==> src/rtl/bound_flasher_pkg.sv <==
// rtl/bound_flasher_pkg.sv - state encodings, lamp bounds and step helpers for bound_flasher
package bound_flasher_pkg;

  // Sequence phases; code 7 is unused and recovers to INIT.
  typedef enum logic [2:0] {
    INIT     = 3'd0,
    UP_0_15  = 3'd1,
    DOW_15_5 = 3'd2,
    UP_5_10  = 3'd3,
    DOW_10_0 = 3'd4,
    UP_0_5   = 3'd5,
    DOW_5_0  = 3'd6
  } state_e;

  localparam int unsigned LAMP_W = 16;

  // Thermometer bounds at which the sequence turns around.
  localparam logic [LAMP_W-1:0] LAMP_FULL = 16'hFFFF;
  localparam logic [LAMP_W-1:0] LAMP_MID  = 16'h07FF;
  localparam logic [LAMP_W-1:0] LAMP_LOW  = 16'h003F;
  localparam logic [LAMP_W-1:0] LAMP_KICK = 16'h001F;
  localparam logic [LAMP_W-1:0] LAMP_OFF  = 16'h0000;

  // One more lamp on at the top of the thermometer.
  function automatic logic [LAMP_W-1:0] lamp_up(input logic [LAMP_W-1:0] l);
    return {l[LAMP_W-2:0], 1'b1};
  endfunction

  // One lamp off at the top of the thermometer.
  function automatic logic [LAMP_W-1:0] lamp_down(input logic [LAMP_W-1:0] l);
    return l >> 1;
  endfunction

endpackage

==> src/rtl/bound_flasher.sv <==
// rtl/bound_flasher.sv - sixteen-lamp bound flasher with kickback on flick
module bound_flasher
  import bound_flasher_pkg::*;
(
  input  logic              clk,
  input  logic              rst_n,
  input  logic              flick,
  output logic [LAMP_W-1:0] lamp
);

  state_e            state;
  state_e            state_d;
  logic [LAMP_W-1:0] lamp_q;
  logic [LAMP_W-1:0] lamp_d;

  assign lamp = lamp_q;

  // Step the lamp and pick the next phase; bound and kickback tests look at the new lamp value.
  always_comb begin
    state_d = state;
    lamp_d  = lamp_q;
    unique case (state)
      INIT: begin
        lamp_d = LAMP_OFF;
        if (flick) begin
          lamp_d  = lamp_up(LAMP_OFF);
          state_d = UP_0_15;
        end
      end
      UP_0_15: begin
        lamp_d = lamp_up(lamp_q);
        if (lamp_d == LAMP_FULL) state_d = DOW_15_5;
      end
      DOW_15_5: begin
        lamp_d = lamp_down(lamp_q);
        if (lamp_d == LAMP_KICK) state_d = flick ? UP_0_15 : UP_5_10;
      end
      UP_5_10: begin
        lamp_d = lamp_up(lamp_q);
        if (lamp_d == LAMP_MID) state_d = DOW_10_0;
      end
      DOW_10_0: begin
        lamp_d = lamp_down(lamp_q);
        if (lamp_d == LAMP_KICK && flick) state_d = UP_5_10;
        else if (lamp_d == LAMP_OFF)      state_d = flick ? UP_5_10 : UP_0_5;
      end
      UP_0_5: begin
        lamp_d = lamp_up(lamp_q);
        if (lamp_d == LAMP_LOW) state_d = DOW_5_0;
      end
      DOW_5_0: begin
        lamp_d = lamp_down(lamp_q);
        if (lamp_d == LAMP_OFF) state_d = INIT;
      end
      default: begin
        state_d = INIT;
        lamp_d  = LAMP_OFF;
      end
    endcase
  end

  // Phase and lamp registers; reset clears both without waiting for a clock.
  always_ff @(posedge clk or negedge rst_n) begin
    if (!rst_n) begin
      state  <= INIT;
      lamp_q <= LAMP_OFF;
    end else begin
      state  <= state_d;
      lamp_q <= lamp_d;
    end
  end

endmodule

==> config.mk <==
export PLATFORM = sky130hd
export DESIGN_NAME = bound_flasher
export DESIGN_NICKNAME = d
export VERILOG_FILES = /design/src/rtl/bound_flasher_pkg.sv /design/src/rtl/bound_flasher.sv
export SDC_FILE = /design/constraint.sdc
export NUM_CORES = 1
export LEC_CHECK = 0
export CORE_UTILIZATION = 55
export DETAILED_ROUTE_END_ITERATION = 8
export DONT_BUFFER_PORTS = 1
export PLACE_DENSITY = 0.77
export SYNTH_ARGS = -nofsm -noshare
export SYNTH_HDL_FRONTEND = slang
export SYNTH_SLANG_ARGS = --single-unit
==> constraint.sdc <==
create_clock -name clk -period 3.3 [get_ports clk]
set_input_delay 0 -clock clk [delete_from_list [all_inputs] [get_ports clk]]
set_output_delay 0 -clock clk [all_outputs]
set_load 0.005 [all_outputs]
==> metrics.txt <==
initial DRC count 29; fill count ~160; Remaining DRCs 0; CP peak stage delay 1.07 ns; type of the worst min-delay path in -> reg; final setup skew 0.006822 ns; CP Data Required Time roughly 3.5 ns; R2R setup slack between 1 and 1.5 ns; #FFs+latches synth 19; Clock transition at path regs approximately 0.11 ns; Top Usage Layer GRT met2; Worst R2R Path Depth 4; Pwr per Cell Area between 800 and 900 mW/mm^2; f_max roughly 0.48 GHz; first-pass GRT wire length between 3000 and 4000 um; Synthesis Warnings 0; crit path max fanout 39; met1 GRT Util between 30% and 40%; Post-CTS Hold Buffers 2; fraction of layout instances using a drive strength above 1 9.917%; count of buffer and inverter cells on the critical path 0; Cell variety after synth 34; Worst slew margin 28.03%; Routed Antenna Nets 0; CTS tree built; setup TNS 0 ns; LEAKAGE 0.4537 nW; GR Util met3 under 10%; actual slew at the worst max-slew pin roughly 1.1 ns; P&R area growth vs syn 3.742%; Critical Path End Type register; Setup Viol. Count Final 0; drt wl/cell 15.01 um; launch point of the worst path state[0]$_DFFE_PN0P_; Tcrit/Tclk final 62.83%; die height ~46 um; core area around 0.0018 mm^2; DRT Pass-1 Iters 4; GRT met2 Usage roughly a third; Post-Syn Area roughly 0.0011 mm^2; Post-Route WL between 2000 and 2500 um; post-route core utilization between 60% and 70%; clk_lat worst skew approximately 0.30 ns; most frequent cells in the layout 21 x nand2_1, 19 x dfrtp_1, 15 x nand3_1, 15 x o21ai_1, 5 x nor2_1; Reg2Reg Launch Point state[0]$_DFFE_PN0P_; Post-synth EDFFs 0; syn_nets between 100 and 150; Num CTS Buffers 3; most common cell after layout, fill and taps aside nand2_1; register area share after synthesis 44.44%; Syn Area/Cell 8.627 um^2; Core Rows 15; Ports 19; Final Critical Period between 2 and 2.5 ns; largest net degree at the start of global routing 40; Die Wd between 40 and 50 um; WP depth 4; final hold vios 0; postcts setup bufs 0; Hold Path Stages 4; max-cap viol count 0; RSZ-0062 raised after global routing no; critical path's top delay family flip-flops; die footprint 0.002125 mm^2; CP max-delay cell dfrtp_1; worst vdd ir around 0.00040 V; post-cts sizing count 0; Longest Clk Path Bufs 2; root buf cell clkbuf_4; Ant. Diodes 0; Post-synth ARST share 100.0%; CTS sink count 19; Post-Synthesis Cells 124; Initial Util about 60%; WP data arrival roughly 2.2 ns; Total Routing Usage GR 23.25%; detailed-route vias per instance 6.260; Most used DFF post-synth dfrtp_1; initial antenna violation count 0; routability congestion estimate 0.9116; crit path to state[0]$_DFFE_PN0P_; GR Overflow Total 0; H-tree depth 1; number of global-route vias before repair between 700 and 800; R2R Path End state[0]$_DFFE_PN0P_; crit path cell chain nand4_1 > o31ai_2 > o211a_1 > o221ai_1; I/O Buffers 0; Final #Nets around 130; Final Slew Violations 0; status completed; WS Path Type reg -> reg; Vias between 900 and 1000; HPWL after DPL 1471 um; CP Launch Type register
==> worst min-delay path by stage <==
stage / from / endpoint / slack (ns)
6_report: flick / state[1]$_DFFE_PN0P_ / 0.04
5_1_grt: flick / state[2]$_DFFE_PN0P_ / 0.09
4_1_cts: flick / state[1]$_DFFE_PN0P_ / 0.04
3_5_place_dp: rst_n / lamp[2]$_DFF_PN0_ / -0.30
3_3_place_gp: rst_n / lamp[3]$_DFF_PN0_ / -0.30
2_1_floorplan: rst_n / lamp[0]$_DFF_PN0_ / -0.30
==> cell usage after synthesis (all sizes together), types with 2 or more instances <==
master,count,area share [%]
buf,4,1.9
o211ai,3,3.0
nor2,5,1.8
o21ai,18,8.4
and4,2,1.6
dfrtp,19,44
and3,2,1.2
nand3,15,7.0
clkbuf,5,1.8
a21oi,3,1.4
nand4,4,2.3
a22oi,2,1.4
inv,3,1.1
nor4,3,3.2
nand2,21,7.4
==> routing by layer <==
metal,share of wire [%],vias to the layer above
met5,0,-
met4,1.1,0
li1,-,447
met2,48,33
met3,5.5,4
met1,46,430
==> power breakdown <==
part           switching (mW)  internal [mW]  total, mW
Sequential              0.171          0.292      0.463
Combinational           0.194          0.160      0.355
Clock                  0.0746         0.0451      0.120
Total                   0.440          0.498      0.937
==> sequential cells by signal (all words and copies together), names as in the netlist <==
name,count
lamp,16
state,3
==> metrics by stage <==
| stage | cells | worst slack (ns) | area, um^2 | hold WS [ns] | total power, mW |
|---|---|---|---|---|---|
| 6_report | 146 | 1.227 | 1110 | 0.04324 | 0.9372 |
| 5_1_grt | 146 | 1.080 | 1110 | 0.08765 | 1.010 |
| 2_1_floorplan | 124 | 1.773 | 1070 | -0.2956 | 0.7573 |
| 4_1_cts | 146 | 1.263 | 1110 | 0.03863 | 0.9367 |
| 3_5_place_dp | 140 | 1.276 | 1062 | -0.2952 | 0.8126 |
| 3_3_place_gp | 140 | 1.315 | 1062 | -0.2952 | 0.8032 |
==> logic make-up after synthesis <==
| kind of cell | after synthesis | synth area share, % |
|---|---|---|
| AND/OR/NAND/NOR | 58 | 28.54 |
| AO/OA/AOI/OAI | 35 | 22.34 |
| flip-flops | 19 | 44.44 |
| buffers and inverters | 12 | 4.679 |
==> worst register-to-register path, cell delays in order (launching register included) <==
cell and delay, ns:
dfrtp_1 1.07, nand4_1 0.23, o31ai_2 0.34, o211a_1 0.20, o221ai_1 0.10
==> final cells by class <==
class	count	area (um^2)	share of cell area [%]
inverter	3	11.26	1.015
timing repair buffer	2	20.02	1.804
clock buffer	3	22.52	2.029
clock inverter	1	5.005	0.4510
tap	25	31.28	2.819
multi-input combinational	93	544.3	49.04
sequential	19	475.5	42.84
(Power assumes the default switching activity.)
